--- src/rtl/priv_1_12_trap_ctrl.sv ---
// Purpose : M-mode trap controller; picks interrupt/exception at commit, owns mstatus/mepc/mcause/mtval/mip.
// Latency : intr/mret/redirect_pc combinational in the request cycle; CSR state updates on the next edge; mip lags lines by 1 cycle.
// Backpressure: pipe_stall or !insn_valid suppresses traps and MRET; nothing is latched, requests re-evaluated each cycle.
//
// Ports:
//   CLK, nRST                    clock, async active-low reset
//   insn_valid, pipe_stall, epc  commit-point status and PC
//   exc_req, exc_tval            per-cause exception requests and trap value
//   mret_req                     committing instruction is MRET
//   ext_int, tmr_int, sw_int     level interrupt lines
//   curr_priv                    current privilege level
//   mie_csr, mtvec               interrupt enables and trap vector
//   csr_wen, csr_addr, csr_wdata CSR write port
//   intr, mret, redirect_pc      trap/return pulses and target PC
//   mstatus_*, mepc, mcause, mtval, mip  CSR read values
module priv_1_12_trap_ctrl #(
  parameter logic [1:0] RESET_MPP = 2'b11,
  parameter int         XLEN      = 32
) (
  input  logic            CLK,
  input  logic            nRST,
  input  logic            insn_valid,
  input  logic            pipe_stall,
  input  logic [XLEN-1:0] epc,
  input  logic [15:0]     exc_req,
  input  logic [XLEN-1:0] exc_tval,
  input  logic            mret_req,
  input  logic            ext_int,
  input  logic            tmr_int,
  input  logic            sw_int,
  input  logic [1:0]      curr_priv,
  input  logic [XLEN-1:0] mie_csr,
  input  logic [XLEN-1:0] mtvec,
  input  logic            csr_wen,
  input  logic [11:0]     csr_addr,
  input  logic [XLEN-1:0] csr_wdata,
  output logic            intr,
  output logic            mret,
  output logic [XLEN-1:0] redirect_pc,
  output logic            mstatus_mie,
  output logic            mstatus_mpie,
  output logic [1:0]      mstatus_mpp,
  output logic [XLEN-1:0] mepc,
  output logic [XLEN-1:0] mcause,
  output logic [XLEN-1:0] mtval,
  output logic [XLEN-1:0] mip
);

  // Causes whose trap value is meaningful; all others record mtval=0.
  localparam logic [15:0] TVAL_MASK = 16'hB0F7;

  logic            mie_q, mie_d;
  logic            mpie_q, mpie_d;
  logic [1:0]      mpp_q, mpp_d;
  logic [XLEN-1:0] mepc_q, mepc_d;
  logic [XLEN-1:0] mcause_q, mcause_d;
  logic [XLEN-1:0] mtval_q, mtval_d;
  logic [2:0]      mip_q, mip_d;   // {MEI, MTI, MSI}

  logic            gie;
  logic            pend_mei, pend_mti, pend_msi, int_pend;
  logic [4:0]      int_cause, exc_cause, cause;
  logic            exc_any;
  logic            commit, take, mret_take;
  logic [XLEN-1:0] vec_base;

  // Interrupts from below M-mode are always globally enabled.
  assign gie      = (curr_priv != 2'b11) | mie_q;
  assign pend_mei = mip_q[2] & mie_csr[11] & gie;
  assign pend_mti = mip_q[1] & mie_csr[7]  & gie;
  assign pend_msi = mip_q[0] & mie_csr[3]  & gie;
  assign int_pend = pend_mei | pend_mti | pend_msi;

  always_comb begin
    int_cause = 5'd7;
    if (pend_mei)      int_cause = 5'd11;
    else if (pend_msi) int_cause = 5'd3;
  end

  always_comb begin
    exc_any   = 1'b1;
    exc_cause = 5'd0;
    if      (exc_req[3])  exc_cause = 5'd3;
    else if (exc_req[12]) exc_cause = 5'd12;
    else if (exc_req[1])  exc_cause = 5'd1;
    else if (exc_req[2])  exc_cause = 5'd2;
    else if (exc_req[0])  exc_cause = 5'd0;
    else if (exc_req[8])  exc_cause = 5'd8;
    else if (exc_req[9])  exc_cause = 5'd9;
    else if (exc_req[11]) exc_cause = 5'd11;
    else if (exc_req[6])  exc_cause = 5'd6;
    else if (exc_req[4])  exc_cause = 5'd4;
    else if (exc_req[15]) exc_cause = 5'd15;
    else if (exc_req[13]) exc_cause = 5'd13;
    else if (exc_req[7])  exc_cause = 5'd7;
    else if (exc_req[5])  exc_cause = 5'd5;
    else                  exc_any   = 1'b0;
  end

  // Pulses are gated by nRST so nothing leaks out while reset is held.
  assign commit    = nRST & insn_valid & ~pipe_stall;
  assign take      = commit & (int_pend | exc_any);
  assign mret_take = commit & mret_req & ~take;
  assign cause     = int_pend ? int_cause : exc_cause;
  assign vec_base  = {mtvec[XLEN-1:2], 2'b00};

  assign intr = take;
  assign mret = mret_take;

  always_comb begin
    redirect_pc = '0;
    if (take) begin
      // Only interrupts honour vectored mode; modes 10/11 behave as direct.
      if (mtvec[1:0] == 2'b01 && int_pend) redirect_pc = vec_base + XLEN'({cause, 2'b00});
      else                                  redirect_pc = vec_base;
    end else if (mret_take) begin
      redirect_pc = mepc_q;
    end
  end

  always_comb begin
    mie_d    = mie_q;
    mpie_d   = mpie_q;
    mpp_d    = mpp_q;
    mepc_d   = mepc_q;
    mcause_d = mcause_q;
    mtval_d  = mtval_q;
    mip_d    = {ext_int, tmr_int, sw_int};
    if (take) begin
      mepc_d   = {epc[XLEN-1:2], 2'b00};
      mcause_d = {int_pend, {(XLEN-6){1'b0}}, cause};
      mtval_d  = (!int_pend && TVAL_MASK[exc_cause[3:0]]) ? exc_tval : '0;
      mpie_d   = mie_q;
      mie_d    = 1'b0;
      mpp_d    = curr_priv;
    end else if (mret_take) begin
      mie_d  = mpie_q;
      mpie_d = 1'b1;
      mpp_d  = 2'b00;
    end else if (csr_wen) begin
      case (csr_addr)
        12'h300: begin
          mie_d  = csr_wdata[3];
          mpie_d = csr_wdata[7];
          // Only M and U are implemented; anything else collapses to U.
          mpp_d  = (csr_wdata[12:11] == 2'b11) ? 2'b11 : 2'b00;
        end
        12'h341: mepc_d   = {csr_wdata[XLEN-1:2], 2'b00};
        12'h342: mcause_d = csr_wdata;
        12'h343: mtval_d  = csr_wdata;
        default: ;
      endcase
    end
  end

  always_ff @(posedge CLK or negedge nRST) begin
    if (!nRST) begin
      mie_q    <= 1'b0;
      mpie_q   <= 1'b0;
      mpp_q    <= RESET_MPP;
      mepc_q   <= '0;
      mcause_q <= '0;
      mtval_q  <= '0;
      mip_q    <= '0;
    end else begin
      mie_q    <= mie_d;
      mpie_q   <= mpie_d;
      mpp_q    <= mpp_d;
      mepc_q   <= mepc_d;
      mcause_q <= mcause_d;
      mtval_q  <= mtval_d;
      mip_q    <= mip_d;
    end
  end

  assign mstatus_mie  = mie_q;
  assign mstatus_mpie = mpie_q;
  assign mstatus_mpp  = mpp_q;   // pre-update value during the MRET cycle
  assign mepc         = mepc_q;
  assign mcause       = mcause_q;
  assign mtval        = mtval_q;

  always_comb begin
    mip     = '0;
    mip[11] = mip_q[2];
    mip[7]  = mip_q[1];
    mip[3]  = mip_q[0];
  end

  logic unused_ok;
  assign unused_ok = ^{mie_csr, epc[1:0]};

endmodule

--- config.mk ---
export PLATFORM = sky130hd
export DESIGN_NAME = priv_1_12_trap_ctrl
export DESIGN_NICKNAME = d
export VERILOG_FILES = /design/src/rtl/priv_1_12_trap_ctrl.sv
export SDC_FILE = /design/constraint.sdc
export NUM_CORES = 1
export LEC_CHECK = 0
export ABC_AREA = 0
export BUFFER_PORTS_ARGS = -buffer_cell sky130_fd_sc_hd__buf_2
export CAP_MARGIN = 20
export CORE_AREA = 2 2 144 146
export CTS_CLUSTER_DIAMETER = 50
export CTS_CLUSTER_SIZE = 25
export DETAILED_ROUTE_END_ITERATION = 16
export DIE_AREA = 0 0 146 148
export PLACE_DENSITY = 0.59
export SLEW_MARGIN = 10
export SYNTH_ARGS = -nofsm -noshare
export SYNTH_HDL_FRONTEND = slang
export SYNTH_SLANG_ARGS = --single-unit
--- constraint.sdc ---
create_clock -name CLK -period 3.6 [get_ports CLK]
set_clock_uncertainty 0.1 [all_clocks]
set_input_delay 0.54 -clock CLK [delete_from_list [all_inputs] [get_ports CLK]]
set_output_delay 0.54 -clock CLK [all_outputs]
set_load 0.1 [all_outputs]
==> run_results.csv, run 1 <==
group,metric,value,unit
run_status,status,"complete, but fails checks",
run_status,violations,"setup timing",
finish,fill_cells,1978,
placement,gp_congestion,0.877,
finish,final-seq-area,2530,um^2
floorplan,fp-row-count,52,
critical_path,path_delay_family,"simple AND/OR/NAND/NOR gates",
clock_network,ctsLongestPathBuffers,2,
finish,fin_nets,1236,
timing,max_slew_margin,0.412,
run,drv_cap,0,
grt,grt_max_degree,112,
timing,layout_min_cycle_time,4.19,ns
route,via_per_inst,4.80,
synthesis,seq_area_frac_synth,0.418,
grt,antenna_found_initial,0,
timing,drv_slew,0,
placement,place_ws,-0.651,ns
placement,port_buffers,298,
grt,track_usage,0.221,
finish,area_delta_synth_final,61.9,%
grt,grt_pass1_vias,6224,
min_path,hold_class,"in2reg",
timing,holdWs,0.190,ns
synthesis,synthTopCellsByArea,"dfrtp_1, mux2i_1, nand2_1, buf_4, o22ai_1",
timing,finalHoldViolations,0,
synthesis,synth_top_area_cell,"dfrtp_1",
route,drtAntennaViolNets,0,
power_and_ir_drop,cellPowerDensity,434,nW/um^2
finish,drive_gt1_frac,0.470,
synthesis,synth_ff_type,"dfrtp_1",
synthesis,syn_avg_cell_area,8.81,um^2
clock_network,cts_max_level,3,
timing,rsz0062_at_grt,"true",
power_and_ir_drop,vdd_drop_max,0.000199,V
critical_path,slowest_stage,"or4_4",
timing,post-route-period-util,1.16,
critical_path,path_buf_inv,3,
synthesis,syn_inst,687,
synthesis,async_flop_share,1.00,
placement,hpwlAfterDp,18200,um
timing,worst-slew-pin-transition,0.872,ns
route,first_pass_iters,5,
critical_path,crit_chain,"buf_6 -> or4_4 -> or4_4 -> o211ai_1 -> a21oi_2 -> ha_1 -> nor2b_2 -> o21a_2 -> buf_6 -> o21a_4 -> nand3_1 -> xor2_2 -> o21ai_4 -> buf_12",
synthesis,synth_edf_count,0,
timing,max_freq,239,MHz
floorplan,core,20000,um^2
synthesis,synth_cell_types,55,
synthesis,ys_ff_latch,101,
route,avgRoutedWirePerCell,18.9,um
critical_path,regToRegSetupSlack,0.58,ns
clock_network,cts_sinks,101,
synthesis,ys_warn_count,0,
critical_path,endpoint_kind,"output port",
grt,grt_pass1_wl,36800,um
clock_network,cts_tree,"built",
clock_network,clockRootBuffer,"clkbuf_16",
timing,setup_slack,-0.590,ns
floorplan,io_pins,365,
floorplan,fp.dieW,146,um
route,drc,0,
critical_path,crit_required,2.96,ns
critical_path,slowest_delay,0.53,ns
clock_network,cts.clk_slew.worst_paths,0.08,ns
floorplan,dieArea,21600,um^2
power_and_ir_drop,cellLeakagePower,0.00442,uW
critical_path,criticalPathCategory,"in2out",
timing,setup_viol,32,
floorplan,chipHeight,148,um
critical_path,start_kind,"primary input",
floorplan,start_util,0.302,
synthesis,synth.top_cell.area_share,0.409,
critical_path,crit_arrival,3.55,ns
route,first_iter_violations,230,
finish,multi_input_area,3820,um^2
critical_path,path_max_fanout,5,
route,vias,6273,
clock_network,cts_made_buffers,9,
grt,grt_overflow,0,
clock_network,clk_latency,0.36,ns
synthesis,synth_area,6060,um^2
route,wl,24700,um
==> cell usage after synthesis (2+ instances only) <==
library cell and count:
o21a_1 3, a21oi_1 31, dfstp_2 2, o22ai_1 32, nor4_1 2, mux2_2 2
and4_1 2, dfrtp_1 99, nand3_1 11, or4_1 2, nor2b_1 4, o21ai_0 33
nand4b_1 2, nand2_1 164, a211oi_1 4, inv_1 8, mux2i_1 70, and3b_1 2
and3_1 7, buf_2 7, o31ai_1 2, o21ai_1 30, clkbuf_1 29, nor3_1 6
buf_6 9, and2_1 3, xor2_1 21, ha_1 4, nand4_1 9, nand3b_1 3
xnor2_1 6, buf_4 33, a31oi_1 6, nor2_1 18
==> repair_timing <==
action	CTS	global route
hold buffers	1	0
buffers inserted	10	6
pin swaps	17	19
cloned	5	1
endpoints found under the hold margin	2	0
gates resized for setup	49	22
setup endpoints to repair	32	32
==> cell type report <==
class,count,area share
multi-input combinational,533,0.390
timing repair buffer,378,0.283
sequential,101,0.259
tap,270,0.0345
clock buffer,10,0.0234
clock inverter,5,0.00625
inverter,9,0.00421
antenna,1,0.000255
==> where the power goes <==
| group | leakage, uW | internal (uW) | total, uW | switching [uW] |
|---|---|---|---|---|
| registers | 0.00131 | 1260 | 1360 | 106 |
| logic | 0.00298 | 397 | 1900 | 1500 |
| clock network | 0.000131 | 539 | 994 | 455 |
| total | 0.00442 | 2190 | 4250 | 2060 |
==> state kept, by name (all words and copies together) (netlist names) <==
register / flops
mstatus_mie: 1
mip_q: 3
mtval: 32
mepc: 30
mcause: 32
mstatus_mpp: 2
mstatus_mpie: 1
==> logic make-up (layout without fill, tap and decap cells) <==
| group | after synthesis | in the layout | synth area share |
|---|---|---|---|
| other cells | 1 | 34 | 0.000619 |
| flops | 101 | 101 | 0.418 |
| xor+xnor | 27 | 27 | 0.0391 |
| simple gates | 242 | 243 | 0.179 |
| fa+ha+maj | 5 | 5 | 0.0116 |
| compound gates | 152 | 153 | 0.145 |
| mux | 72 | 72 | 0.119 |
| buf+inv | 87 | 402 | 0.0874 |
==> through the flow <==
step                setup TNS (ns)  instance area, um^2  utilization  cells  power [uW]
finish                      -15.23                 9800        0.489   1307        4250
global placement            -14.79                 8930        0.445   1271        3210
CTS                         -12.63                 9690        0.483   1302        4250
detailed placement          -15.52                 8930        0.445   1271        3220
global route                -18.29                 9800        0.489   1306        4400
floorplan                   -10.98                 6550            -    719        2760
==> placed cells by master (no fill, tap or decap), types with 4 or more instances in the layout <==
cell type	Yosys	routed
a31oi_1	6	5
nand2_1	164	159
nand3_1	11	10
buf_2	7	264
o21ai_4	0	29
xor2_2	0	19
dfrtp_2	0	4
ha_1	4	4
o22ai_1	32	32
buf_6	9	8
buf_12	0	42
nor3_1	6	5
clkbuf_16	0	10
inv_1	8	8
nor2_1	18	16
buf_4	33	61
conb_1	1	33
nand4_1	9	9
a21oi_1	31	30
mux2i_1	70	69
o21ai_1	30	30
dfrtp_1	99	95
and3_1	7	4
==> metal layers <==
metal / up-vias / part of all wire / GRT usage
met5: - / 0 / 0
met4: 0 / 0.028 / 0.0806
met3: 37 / 0.055 / 0.0373
met2: 214 / 0.48 / 0.369
met1: 3014 / 0.43 / 0.291
li1: 3008 / - / -
==> final timing paths <==
path                       cells after the start               to       start
setup / recovery                              14  redirect_pc[16]  exc_req[5]
hold / removal                                 1         mip_q[1]     tmr_int
setup reg to reg                              11        mcause[1]    mip_q[1]
hold reg to reg                                2       mcause[27]  mcause[27]
max in group asynchronous                      4      mstatus_mie        nRST
min in group asynchronous                      2         mtval[0]        nRST
(Power assumes the default switching activity.)
==> inputs of run 2 (changes only) <==
--- a/config.mk
+++ b/config.mk
@@ -5,7 +5,7 @@
 export SDC_FILE = /design/constraint.sdc
 export NUM_CORES = 1
 export LEC_CHECK = 0
-export ABC_AREA = 0
+export ABC_AREA = 1
 export BUFFER_PORTS_ARGS = -buffer_cell sky130_fd_sc_hd__buf_2
 export CAP_MARGIN = 20
 export CORE_AREA = 2 2 144 146
@@ -13,7 +13,7 @@
 export CTS_CLUSTER_SIZE = 25
 export DETAILED_ROUTE_END_ITERATION = 16
 export DIE_AREA = 0 0 146 148
-export PLACE_DENSITY = 0.59
+export PLACE_DENSITY = 0.63
 export SLEW_MARGIN = 10
 export SYNTH_ARGS = -nofsm -noshare
 export SYNTH_HDL_FRONTEND = slang
==> run_results.csv, run 2 <==
group,metric,value,unit
route,drtAntennaViolNets,0,
floorplan,start_util,0.340,
clock_network,cts_tree,"built",
route,first_iter_violations,388,
timing,layout_min_cycle_time,3.76,ns
placement,port_buffers,298,
finish,final_cell_mix,"nand2_1, buf_2, nor2_1",
clock_network,cts_max_level,3,
synthesis,synth_ff_type,"dfrtp_1",
grt,grt_pass1_vias,7302,
synthesis,synth_top_family_by_area,"simple AND/OR/NAND/NOR gates",
power_and_ir_drop,cellPowerDensity,524,nW/um^2
synthesis,synth_top_area_cell,"dfrtp_1",
timing,setup_viol,20,
critical_path,path_max_fanout,5,
synthesis,syn_inst,1047,
synthesis,synth.cells.most_frequent,"nand2_1, nor2_1, inv_1",
route,avgRoutedWirePerCell,15.8,um
synthesis,async_flop_share,1.00,
floorplan,fp.dieW,146,um
timing,setup_slack,-0.164,ns
timing,worst-slew-pin-transition,0.855,ns
timing,post-route-period-util,1.05,
floorplan,core,20000,um^2
synthesis,synthXorXnorAreaFrac,0.00771,
synthesis,synth-simple-area-share,0.377,
clock_network,cts_sinks,101,
timing,holdWs,0.158,ns
route,drc,0,
run_status,status,"complete, but fails checks",
placement,place_ws,-0.290,ns
placement,hpwlAfterDp,20000,um
synthesis,synthTopCellsByArea,"dfrtp_1, nand2_1, nor2_1, nand3_1, inv_1",
synthesis,synth_edf_count,0,
timing,finalHoldViolations,0,
clock_network,clk_latency,0.34,ns
synthesis,synth_cell_types,42,
timing,rsz0062_at_grt,"true",
synthesis,synth.top_cell.area_share,0.363,
floorplan,dieArea,21600,um^2
power_and_ir_drop,vdd_drop_max,0.000347,V
route,first_pass_iters,5,
power_and_ir_drop,cellLeakagePower,0.00519,uW
run_status,violations,"setup timing",
timing,drv_slew,0,
finish,final_common_cell,"nand2_1",
grt,grt_max_degree,66,
critical_path,criticalPathCategory,"reg2out",
floorplan,chipHeight,148,um
critical_path,endpoint_kind,"output port",
placement,dpl.cell_count,1608,
route,wl,25900,um
grt,grt_pass1_wl,40000,um
finish,fin_nets,1561,
clock_network,cts_hold_buf,0,
clock_network,ctsLongestPathBuffers,2,
floorplan,io_pins,365,
critical_path,start_kind,"register",
critical_path,crit_required,2.96,ns
grt,antenna_found_initial,4,
synthesis,syn_avg_cell_area,6.51,um^2
min_path,hold_class,"in2async",
synthesis,synth_compound_area_frac,0.0956,
synthesis,seq_area_frac_synth,0.371,
floorplan,fp-row-count,52,
finish,drive_gt1_frac,0.336,
placement,gp_congestion,0.902,
run,drv_cap,0,
clock_network,clockRootBuffer,"clkbuf_16",
synthesis,synth.most_common_cell,"nand2_1",
finish,stdcell_count,1636,
finish,area_delta_synth_final,44.8,%
route,vias,7811,
timing,max_freq,266,MHz
grt,grt_overflow,0,
synthesis,synth_mux_area_frac,0,
timing,max_slew_margin,0.430,
synthesis,synthAdderAreaFrac,0.0103,
critical_path,crit_arrival,3.12,ns
clock_network,cts.clk_slew.worst_paths,0.08,ns
synthesis,synth_area,6820,um^2
grt,track_usage,0.232,
synthesis,ys_ff_latch,101,
clock_network,cts_made_buffers,9,
synthesis,ys_warn_count,0,
route,via_per_inst,4.77,
critical_path,regToRegSetupSlack,0.56,ns
-- run 2: kinds of logic (layout without fill, tap and decap cells) --
| group | after synthesis | after routing |
|---|---|---|
| buf+inv | 195 | 478 |
| compound gates | 121 | 121 |
| flops | 101 | 101 |
| xor+xnor | 6 | 6 |
| other cells | 1 | 37 |
| fa+ha+maj | 5 | 5 |
| simple gates | 618 | 618 |
-- run 2: through the flow --
| stage | util | power, uW | setup TNS (ns) | cell area [um^2] |
|---|---|---|---|---|
| floorplan | - | 3550 | -0.252 | 7150 |
| global placement | 0.461 | 4120 | -2.43 | 9240 |
| detailed placement | 0.461 | 4140 | -3.10 | 9240 |
| CTS | 0.487 | 5180 | -1.12 | 9760 |
| global route | 0.493 | 5370 | -5.56 | 9880 |
| finish | 0.493 | 5170 | -1.61 | 9880 |
-- run 2: timing repair --
action                     CTS  global route
setup endpoints to repair   27            27
pin swaps                   34            23
gates resized for setup     47            25
setup buffers                6             3
-- run 2: area by class of cell --
cell class              instances  area (um^2)
diodes                          4         10.0
clock buffers                  11          243
clock inverters                 5         60.1
fillers                      2122        10200
inverters                     117          448
multi-input cells             783         3890
flip-flops and latches        101         2540
well taps                     270          338
repair buffers                345         2340
-- run 2: path summary, 6_finish.rpt --
path                                 from  depth (start not counted)         endpoint
max                           mstatus_mie                         19  redirect_pc[18]
min                                  nRST                          2        mcause[4]
max reg2reg                   mstatus_mie                         13   mstatus_mpp[0]
min reg2reg                mstatus_mpp[1]                          2   mstatus_mpp[1]
max in group asynchronous            nRST                          3         mepc[25]
min in group CLK                  ext_int                          1         mip_q[2]
-- run 2: where the power goes --
group          internal (uW)  switching [uW]  total [uW]
clock network            561             440        1000
registers               1330             134        1460
logic                    478            2240        2710
total                   2370            2810        5170
-- run 2: per-layer routing --
metal | vias up | track usage | share of wire
li1 | 3847 | - | -
met4 | 0 | 0.0777 | 0.027
met1 | 3603 | 0.322 | 0.44
met5 | - | 0 | 0
met2 | 315 | 0.378 | 0.47
met3 | 46 | 0.0296 | 0.057
-- run 2: worst max-delay path, cell delays in order, from the launching register on --
cell and delay [ns]:
dfrtp_4 0.43, inv_4 0.04, nand3_4 0.08, nand2_4 0.07
nand2_4 0.08, inv_4 0.04, nand3_4 0.08, ha_4 0.13
inv_2 0.04, fa_2 0.34, nand3b_1 0.18, nand2_2 0.09
nand2_2 0.06, nor3_4 0.22, nand2_4 0.11, buf_4 0.15
o31ai_2 0.22, nand3_2 0.13, nand2_4 0.09, buf_12 0.17
